`src/rtl/poly_eval_pkg.sv`:
```
// Shared types for the Horner polynomial evaluator.
// Optional overflow flag is enabled with POLY_EVAL_OVF_EN.
package poly_eval_pkg;

   localparam int STATE_W = 3;

   typedef enum logic [STATE_W-1:0] {
      S_LOAD        = 3'd0,
      S_LOAD_WAIT   = 3'd1,
      S_LOAD_X      = 3'd2,
      S_LOAD_X_WAIT = 3'd3,
      S_INIT        = 3'd4,
      S_MUL         = 3'd5,
      S_ADD         = 3'd6,
      S_DONE        = 3'd7
   } state_e;

   function automatic int idx_w(input int deg);
      return (deg < 1) ? 1 : $clog2(deg + 1);
   endfunction

endpackage

```
`src/rtl/poly_eval_if.sv`:
```
// Key/data/result bundle between the evaluator and its user.
// Overflow exists only when POLY_EVAL_OVF_EN is defined.
interface poly_eval_if #(
   parameter int WIDTH = 8
);
   logic             Go;
   logic [WIDTH-1:0] DataIn;
   logic [WIDTH-1:0] DataResult;
   logic             ResultValid;
   logic             Busy;
`ifdef POLY_EVAL_OVF_EN
   logic             Overflow;
`endif

   modport master (
      output Go, DataIn,
`ifdef POLY_EVAL_OVF_EN
      input  Overflow,
`endif
      input  DataResult, ResultValid, Busy
   );

   modport slave (
      input  Go, DataIn,
`ifdef POLY_EVAL_OVF_EN
      output Overflow,
`endif
      output DataResult, ResultValid, Busy
   );
endinterface

```
`src/rtl/poly_eval_datapath.sv`:
```
// Coefficient store, x, Horner accumulator and result register.
// Overflow tracking is built only when POLY_EVAL_OVF_EN is defined.
module poly_eval_datapath
   import poly_eval_pkg::*;
#(
   parameter int WIDTH  = 8,
   parameter int DEGREE = 3,
   parameter int IW     = idx_w(DEGREE)
) (
   input  logic             clk_i,
   input  logic             rst_ni,
   input  logic             cap_coef_i,
   input  logic             cap_x_i,
   input  logic             init_i,
   input  logic             mul_i,
   input  logic             add_i,
   input  logic             ld_res_i,
   input  logic [IW-1:0]    idx_i,
   input  logic [IW-1:0]    k_i,
   input  logic [WIDTH-1:0] data_i,
`ifdef POLY_EVAL_OVF_EN
   output logic             ovf_o,
`endif
   output logic [WIDTH-1:0] result_o
);

   localparam logic [IW-1:0] DEG_I = IW'(DEGREE);

   logic [WIDTH-1:0] coef_q [DEGREE+1];
   logic [WIDTH-1:0] coef_d [DEGREE+1];
   logic [WIDTH-1:0] x_q, x_d;
   logic [WIDTH-1:0] acc_q, acc_d;
   logic [WIDTH-1:0] res_q, res_d;
   logic [IW-1:0]    wr_idx;

   // Stored so that coef_q[i] holds a_i; entry order is a_DEGREE first.
   assign wr_idx = DEG_I - idx_i;

`ifdef POLY_EVAL_OVF_EN
   logic [2*WIDTH-1:0] prod;
   logic [WIDTH:0]     sum;
   logic               ovf_q, ovf_d;

   assign prod  = (2*WIDTH)'(acc_q) * (2*WIDTH)'(x_q);
   assign sum   = {1'b0, acc_q} + {1'b0, coef_q[k_i]};
   assign ovf_o = ovf_q;
`else
   logic [WIDTH-1:0] prod;
   logic [WIDTH-1:0] sum;

   assign prod = acc_q * x_q;
   assign sum  = acc_q + coef_q[k_i];
`endif

   always_comb begin
      coef_d = coef_q;
      x_d    = x_q;
      acc_d  = acc_q;
      res_d  = res_q;
`ifdef POLY_EVAL_OVF_EN
      ovf_d  = ovf_q;
`endif
      if (cap_coef_i) coef_d[wr_idx] = data_i;
      if (cap_x_i)    x_d = data_i;
      unique case (1'b1)
         init_i: begin
            acc_d = coef_q[DEG_I];
`ifdef POLY_EVAL_OVF_EN
            ovf_d = 1'b0;
`endif
         end
         mul_i: begin
            acc_d = prod[WIDTH-1:0];
`ifdef POLY_EVAL_OVF_EN
            ovf_d = ovf_q | (|prod[2*WIDTH-1:WIDTH]);
`endif
         end
         add_i: begin
            acc_d = sum[WIDTH-1:0];
            if (ld_res_i) res_d = sum[WIDTH-1:0];
`ifdef POLY_EVAL_OVF_EN
            ovf_d = ovf_q | sum[WIDTH];
`endif
         end
         default: ;
      endcase
   end

   always_ff @(posedge clk_i or negedge rst_ni) begin
      if (!rst_ni) begin
         for (int i = 0; i <= DEGREE; i++) coef_q[i] <= '0;
         x_q   <= '0;
         acc_q <= '0;
         res_q <= '0;
`ifdef POLY_EVAL_OVF_EN
         ovf_q <= 1'b0;
`endif
      end else begin
         coef_q <= coef_d;
         x_q    <= x_d;
         acc_q  <= acc_d;
         res_q  <= res_d;
`ifdef POLY_EVAL_OVF_EN
         ovf_q  <= ovf_d;
`endif
      end
   end

   assign result_o = res_q;

endmodule

```
`src/rtl/poly_eval_fsm.sv`:
```
// Key-driven polynomial evaluator: load a_DEGREE..a_0 and x, then Horner.
// Optional sticky Overflow output is enabled with POLY_EVAL_OVF_EN.
module poly_eval_fsm
   import poly_eval_pkg::*;
#(
   parameter int WIDTH  = 8,
   parameter int DEGREE = 3
) (
   input  logic      Clock,
   input  logic      Resetn,
   poly_eval_if.slave bus
);

   localparam int            IW    = idx_w(DEGREE);
   localparam logic [IW-1:0] DEG_I = IW'(DEGREE);
   localparam logic [IW-1:0] K_TOP = IW'(DEGREE - 1);

   state_e        state_q, state_d;
   logic [IW-1:0] idx_q, idx_d;
   logic [IW-1:0] k_q, k_d;
   logic          cap_coef, cap_x, init, mul, add, ld_res;
   logic [WIDTH-1:0] result;

   always_comb begin
      state_d  = state_q;
      idx_d    = idx_q;
      k_d      = k_q;
      cap_coef = 1'b0;
      cap_x    = 1'b0;
      init     = 1'b0;
      mul      = 1'b0;
      add      = 1'b0;
      ld_res   = 1'b0;
      case (state_q)
         S_LOAD: if (bus.Go) begin
            cap_coef = 1'b1;
            state_d  = S_LOAD_WAIT;
         end
         S_LOAD_WAIT: if (!bus.Go) begin
            if (idx_q == DEG_I) begin
               state_d = S_LOAD_X;
            end else begin
               idx_d   = idx_q + 1'b1;
               state_d = S_LOAD;
            end
         end
         S_LOAD_X: if (bus.Go) begin
            cap_x   = 1'b1;
            state_d = S_LOAD_X_WAIT;
         end
         S_LOAD_X_WAIT: if (!bus.Go) state_d = S_INIT;
         S_INIT: begin
            init    = 1'b1;
            k_d     = K_TOP;
            state_d = S_MUL;
         end
         S_MUL: begin
            mul     = 1'b1;
            state_d = S_ADD;
         end
         S_ADD: begin
            add = 1'b1;
            if (k_q == '0) begin
               ld_res  = 1'b1;
               state_d = S_DONE;
            end else begin
               k_d     = k_q - 1'b1;
               state_d = S_MUL;
            end
         end
         // Coefficients stay; only x is replaced for re-evaluation.
         S_DONE: if (bus.Go) begin
            cap_x   = 1'b1;
            state_d = S_LOAD_X_WAIT;
         end
         default: begin
            state_d = S_LOAD;
            idx_d   = '0;
         end
      endcase
   end

   always_ff @(posedge Clock or negedge Resetn) begin
      if (!Resetn) begin
         state_q <= S_LOAD;
         idx_q   <= '0;
         k_q     <= '0;
      end else begin
         state_q <= state_d;
         idx_q   <= idx_d;
         k_q     <= k_d;
      end
   end

   poly_eval_datapath #(
      .WIDTH (WIDTH),
      .DEGREE(DEGREE),
      .IW    (IW)
   ) u_dp (
      .clk_i     (Clock),
      .rst_ni    (Resetn),
      .cap_coef_i(cap_coef),
      .cap_x_i   (cap_x),
      .init_i    (init),
      .mul_i     (mul),
      .add_i     (add),
      .ld_res_i  (ld_res),
      .idx_i     (idx_q),
      .k_i       (k_q),
      .data_i    (bus.DataIn),
`ifdef POLY_EVAL_OVF_EN
      .ovf_o     (bus.Overflow),
`endif
      .result_o  (result)
   );

   assign bus.DataResult  = result;
   assign bus.ResultValid = (state_q == S_DONE);
   assign bus.Busy        = (state_q == S_INIT) ||
                            (state_q == S_MUL)  ||
                            (state_q == S_ADD);

endmodule
```
`src/flat_wrapper.sv`:
```
// flat-port wrapper written by rule: the top's interface ports become plain ports
module poly_eval_fsm_flat import poly_eval_pkg::*;
#(
   parameter int WIDTH  = 8,
   parameter int DEGREE = 3
)
  (Clock, Resetn, bus_Go, bus_DataIn, bus_DataResult, bus_ResultValid, bus_Busy);
  poly_eval_if #(.WIDTH(WIDTH)) bus_i ();
  input  logic Clock;
  input  logic Resetn;
  input wire logic [$bits(bus_i.Go)-1:0] bus_Go;
  input wire logic [$bits(bus_i.DataIn)-1:0] bus_DataIn;
  output wire logic [$bits(bus_i.DataResult)-1:0] bus_DataResult;
  output wire logic [$bits(bus_i.ResultValid)-1:0] bus_ResultValid;
  output wire logic [$bits(bus_i.Busy)-1:0] bus_Busy;
  assign bus_i.Go = bus_Go;
  assign bus_i.DataIn = bus_DataIn;
  assign bus_DataResult = bus_i.DataResult;
  assign bus_ResultValid = bus_i.ResultValid;
  assign bus_Busy = bus_i.Busy;
  poly_eval_fsm #(.WIDTH(WIDTH), .DEGREE(DEGREE)) u_core (.Clock(Clock), .Resetn(Resetn), .bus(bus_i));
endmodule
```
`config.mk`:
```
export PLATFORM = sky130hd
export DESIGN_NAME = poly_eval_fsm_flat
export DESIGN_NICKNAME = d
export VERILOG_FILES = /design/src/rtl/poly_eval_pkg.sv /design/src/rtl/poly_eval_if.sv /design/src/rtl/poly_eval_datapath.sv /design/src/rtl/poly_eval_fsm.sv /design/src/flat_wrapper.sv
export SDC_FILE = /design/constraint.sdc
export NUM_CORES = 1
export LEC_CHECK = 0
export ABC_AREA = 1
export BUFFER_PORTS_ARGS = -buffer_cell sky130_fd_sc_hd__buf_2
export CAP_MARGIN = 30
export CORE_ASPECT_RATIO = 0.8
export CORE_UTILIZATION = 50
export DETAILED_ROUTE_END_ITERATION = 12
export PLACE_DENSITY = 0.78
export REMOVE_ABC_BUFFERS = 1
export SYNTH_ARGS = -nofsm -noshare
export SYNTH_HDL_FRONTEND = slang
export SYNTH_HIERARCHICAL = 1
export SYNTH_SLANG_ARGS = --single-unit
```
`constraint.sdc`:
```
create_clock -name Clock -period 8.26 [get_ports Clock]
set_input_delay 1.652 -clock Clock [delete_from_list [all_inputs] [get_ports Clock]]
set_output_delay 1.652 -clock Clock [all_outputs]
set_load 0.02 [all_outputs]
```
# Word level (Yosys, flattened, before mapping)
# Cells that the tools add are included.
dict set report classes {
  add_sub_neg 4
  mul 1
  n_lt_le_gt_ge 3
  n_eq_ne 13
  mux 24
  n_bitwise 4
  n_reduce_logical 12
}
# op count
set op_table {}
lappend op_table {{bitwise mux 32 bit} 1}
lappend op_table {{2-to-1 mux 8 bit} 3}
lappend op_table {{case mux 8 bit (3 select lines)} 1}
lappend op_table {{case mux 3 bit (7 select lines)} 1}
lappend op_table {{binary-select mux 8 bit (select 2 bit)} 1}
lappend op_table {{demux 8 bit (select 2 bit)} 1}
lappend op_table {{== test 3 bit (second input constant)} 4}
lappend op_table {{2-to-1 mux 3 bit} 4}
lappend op_table {{adder 8 bit} 1}
lappend op_table {{multiplier 8 x 8 -> 8 bit} 1}
lappend op_table {{2-to-1 mux 1 bit} 8}
lappend op_table {{!= test 2 bit (second input constant)} 4}
lappend op_table {{== test 3 x 2 -> 1 bit (second input constant)} 2}
lappend op_table {{>= comparator 3 bit (second input constant)} 2}
lappend op_table {{2-to-1 mux 2 bit} 3}
lappend op_table {{NOT 2 -> 3 bit} 2}
lappend op_table {{case mux 2 bit (2 select lines)} 1}
lappend op_table {{AND reduction 2 bit} 2}
lappend op_table {{AND reduction 4 bit} 1}
lappend op_table {{== test 3 x 1 -> 1 bit (second input constant)} 1}
lappend op_table {{zero test 3 bit} 1}
lappend op_table {{less-than comparator 3 x 1 -> 1 bit (second input constant)} 1}
lappend op_table {{AND reduction 3 bit} 1}
lappend op_table {{nonzero test 3 bit} 1}
lappend op_table {{11 further kinds} 13}
dict set report totals {
  ff_bits 63
  in_bits 11
  out_inout_bits 10
  elab_cells 71
}

# Longest topological paths before layout
dict set report logic_depth {
  ltp_word 7
  depth_mapped 24
  ltp_nobuf 23
}

# Cells and area by module
# The synthesis kept the hierarchy.
# mod instances cells_each area_per_inst_um2 seq_area_each_um2
set modules_own_cells {}
lappend modules_own_cells {poly_eval_datapath 1 493 3746.1 1401.3}
lappend modules_own_cells {poly_eval_fsm 1 70 503.0 175.2}

# Worst setup path before layout
# OpenSTA, ideal clock, no wires.
dict set report synth_path {
  path_type {register to register}
  from {reg u_core.u_dp.acc_q[1]}
  to {reg u_core.u_dp.acc_q[7]}
  setup_time_ns 0.113
  t_arrival_ns 3.449
  required_time_ns 8.147
  setup_slack_ns 4.698
  stages_incl_launch_ff 19
  path_buffers 1
  synth_period_minus_slack_ns 3.562
  path_cell_list {dfrtp_1 > buf_4 > nand2_1 > inv_1 > fa_1 > inv_1 > fa_1 > fa_1 > fa_1 > inv_1 > ha_1 > nand2_1 > nand2_1 > a31oi_1 > nand3_1 > nand3_1 > nand3_1 > nand2_1 > inv_1}
}
dict set report synth_between {
  elab_chain_len 2
  elab_cells_between_ends 3
  classes_between {add/sub: 1; mul: 1; mux: 1}
}
# element line
set synth_rtl {}
lappend synth_rtl {{start, declared} poly_eval_datapath.sv:32} ;# logic [WIDTH-1:0] acc_q, acc_d;
lappend synth_rtl {{start signal, assigned} poly_eval_datapath.sv:93} ;# acc_q <= '0;
lappend synth_rtl {{start signal, assigned} poly_eval_datapath.sv:101} ;# acc_q <= acc_d;
lappend synth_rtl {{multiplier 8 x 8 -> 8 bit or adder 8 bit (tied branches)} {poly_eval_datapath.sv:51, poly_eval_datapath.sv:52}}
lappend synth_rtl {{case mux 8 bit (3 select lines) (*)} poly_eval_datapath.sv:65} ;# unique case (1'b1)
# Mark *: on every way between the ends. The rest lies on a longest branch, timed or not.
# A chain may end at the register's enable or synchronous reset.

# Worst setup path in the final report
# Ends and elaborated chain as after synthesis.

==> flow_metrics.tcl <==
set metrics [dict create \
    outcome "completed" \
    largest_net_degree_at_the_start_of_global_routing 64 \
    grt_pass1_wl_um 16730 \
    capturing_element_type_of_the_critical_path "register" \
    synth-edff-count 0 \
    mostFrequentLayoutCells "146 x sky130_fd_sc_hd__nand2_1, 89 x sky130_fd_sc_hd__inv_1, 63 x sky130_fd_sc_hd__dfrtp_1, 62 x sky130_fd_sc_hd__o21ai_0, 35 x sky130_fd_sc_hd__nor2_1" \
    maxSlewViolCount 0 \
    timing.final.setup_violations 0 \
    worst_skew_pair.late_latency_ns 0.35 \
    initialDrtViolationCount 290 \
    ys_ff_latch 63 \
    postRouteAntennaNets 0 \
    worst-setup-path-type "register to register" \
    final_period_minus_worst_setup_slack_ns 3.814 \
    wire_per_inst_um 13.99 \
    yosys.area_share.xor_xnor_pct 1.237 \
    global_route_usage_over_all_layers_pct 24.06 \
    synth-adder-area-share_pct 13.49 \
    clock_tree_from_tritoncts "yes" \
    fmaxAchievable_mhz 262.2 \
    final_clock_period_utilization_by_the_worst_path_pct 46.18 \
    max-slew-margin-rel_pct 38.09 \
    syn-cell-area_um2 4249 \
    postCtsSetupBuffers 0 \
    synth_warnings 6 \
    hold_viol 0 \
    start_util_pct 52.51 \
    clkSlewWorstSetupHoldPaths_ns 0.08 \
    final_common_cell "sky130_fd_sc_hd__nand2_1" \
    areaGrowthSynthToFinish_pct 9.187 \
    drtPass1Iterations 5 \
    port_buffers 20 \
    critPathArrivalTime_ns 4.06 \
    layout.cell_area.non_filler_um2 4639 \
    post_synth_mux_area_share_pct 0.7951 \
    grt_pass1_vias 3556 \
    cts_num_sinks 63 \
    synthArstFlopShare_pct 100.0 \
    dpl-instance-area_um2 4390 \
    totalWireLength_um 9651 \
    grt_setup_unrepaired "no" \
    gr-total-overflow 0 \
    layout-drive-gt1-share_pct 12.54 \
    drc 0 \
    detailroute.via_count 3642 \
    cts_buffer_depth 2 \
    setup_clock_skew_after_layout_ns 0.01315 \
    final_net_count 626 \
    hold_crit_path_type "register to register" \
    die_area_um2 8873 \
    synth_top_flop_cell "sky130_fd_sc_hd__dfrtp_1" \
    required_ns 8.51 \
    vias_per_cell 5.278 \
    core_region_area_um2 8092 \
    ys_seq_area_share_pct 37.10 \
    yosys.area_share.simple_pct 23.41 \
    antenna_found_initial 0 \
    fin_tns_setup_ns 0 \
    largest_area_contributor_in_the_netlist "sky130_fd_sc_hd__dfrtp_1" \
    routabilityCongestion 0.9242 \
    ys_top_cells_by_area "sky130_fd_sc_hd__dfrtp_1 37%, sky130_fd_sc_hd__nand2_1 13%, sky130_fd_sc_hd__inv_1 7.9%" \
    num_antenna_cells 0 \
    synth.distinct_cells 36 \
    critical_path_peak_fanout 10 \
    setup.reg_to_reg.worst_slack_ns 4.45 \
    rows 29 \
    die_width_um 105.1 \
    yosysTopAreaCellShare_pct 37.10 \
    syn-instance-count 563 \
    worst-slew-pin-transition_ns 0.9253 \
    cts.hold.buffers_added 0 \
    cts_repair_resize_count 0 \
    cts_made_buffers 9 \
    worst_setup_sp_type "register" \
    avgSynthCellArea_um2 7.547 \
    die_boundary_height_um 84.46 \
    synth-compound-area-share_pct 12.72 \
    dpl.hpwl_um 7402 \
    h-tree-depth 3 \
    root_driver "sky130_fd_sc_hd__clkbuf_8" \
    fillerInstances 735 \
    max-cap-violations 0 \
    pin_count 21 \
    synth_top_family_by_area "simple AND/OR/NAND/NOR gates" \
]
[worst max-delay path, stage by stage, from the launching register on]
cell and delay [ns]:
sky130_fd_sc_hd__dfrtp_1 0.52, sky130_fd_sc_hd__nand2_1 0.12, sky130_fd_sc_hd__inv_1 0.06, sky130_fd_sc_hd__fa_1 0.42, sky130_fd_sc_hd__inv_1 0.09, sky130_fd_sc_hd__fa_1 0.42
sky130_fd_sc_hd__fa_1 0.47, sky130_fd_sc_hd__fa_1 0.55, sky130_fd_sc_hd__inv_1 0.04, sky130_fd_sc_hd__ha_1 0.31, sky130_fd_sc_hd__nand2_1 0.08, sky130_fd_sc_hd__nand2_1 0.04
sky130_fd_sc_hd__a31oi_1 0.19, sky130_fd_sc_hd__nand3_1 0.11, sky130_fd_sc_hd__nand3_1 0.09, sky130_fd_sc_hd__nand3_1 0.07, sky130_fd_sc_hd__nand2_1 0.07, sky130_fd_sc_hd__inv_1 0.03
[kinds of logic (layout without fill, tap and decap cells)]
family / Yosys count / in the layout
DFF: 63 / 63
muxes: 3 / 3
buffers and inverters: 118 / 137
AOI/OAI and AO/OA: 102 / 102
xor gates and xnor gates: 6 / 6
and+or+nand+nor: 233 / 233
adders and majority gates: 38 / 38
[final cells by class]
cell class | count | area, um^2 | share of cell area (%)
sequential | 63 | 1577 | 33.98
multi-input combinational | 382 | 2195 | 47.30
clock inverter | 7 | 125.1 | 2.697
timing repair buffer | 21 | 107.6 | 2.319
tap | 108 | 135.1 | 2.913
clock buffer | 9 | 123.9 | 2.670
inverter | 100 | 376.6 | 8.118
[stage by stage]
step           utilization (%)  setup slack [ns]  cells  hold WS, ns
6_report                 57.34             4.446    690       0.4813
5_1_grt                  57.34             4.226    690       0.5194
4_1_cts                  57.34             4.418    690       0.4861
3_5_place_dp             54.26             4.440    674       0.4680
3_3_place_gp             54.26             4.608    674       0.4611
2_1_floorplan                -             4.754    545       0.4478
[flip-flops by register name, indices dropped and copies added, names as in the netlist]
signal and flops:
u_core/idx_q 2, u_core/k_q 2, u_core/state_q 3, u_core/u_dp/acc_q 8, u_core/u_dp/coef_q 32, u_core/u_dp/result_o 8
u_core/u_dp/x_q 8
[synthesized netlist by cell type, drive strengths merged (2+ instances only)]
cell,number
clkbuf,9
o22ai,8
a21oi,20
inv,99
nor2,40
xnor2,3
nand2,158
fa,13
nor3,2
ha,25
dfrtp,63
buf,9
o21ai,66
xor2,3
nand4,2
or2,4
a221oi,2
a31oi,3
mux2,3
nand3,26
[worst paths after layout]
path	startpoint	end	cells after the start
setup / recovery	u_core/u_dp/acc_q[1]	u_core/u_dp/acc_q[7]	17
hold / removal	u_core/u_dp/result_o[3]	u_core/u_dp/result_o[3]	2
setup reg to reg	u_core/u_dp/acc_q[1]	u_core/u_dp/acc_q[7]	17
hold reg to reg	u_core/u_dp/result_o[3]	u_core/u_dp/result_o[3]	2
max in group asynchronous	Resetn	u_core/u_dp/x_q[5]	2
min in group asynchronous	Resetn	u_core/u_dp/result_o[7]	2
[per-layer routing]
metal  GRT usage [%]  up-vias  share of wire [%]
li1                -     1801                  -
met1           33.80     1716                 47
met2           36.60      114                 44
met3           5.901       11                7.5
met4           7.939        0                1.0
met5               0        -                  0
Power is not shown: default switching activity piles up to over one toggle a cycle in this logic, so the estimate is an artifact.
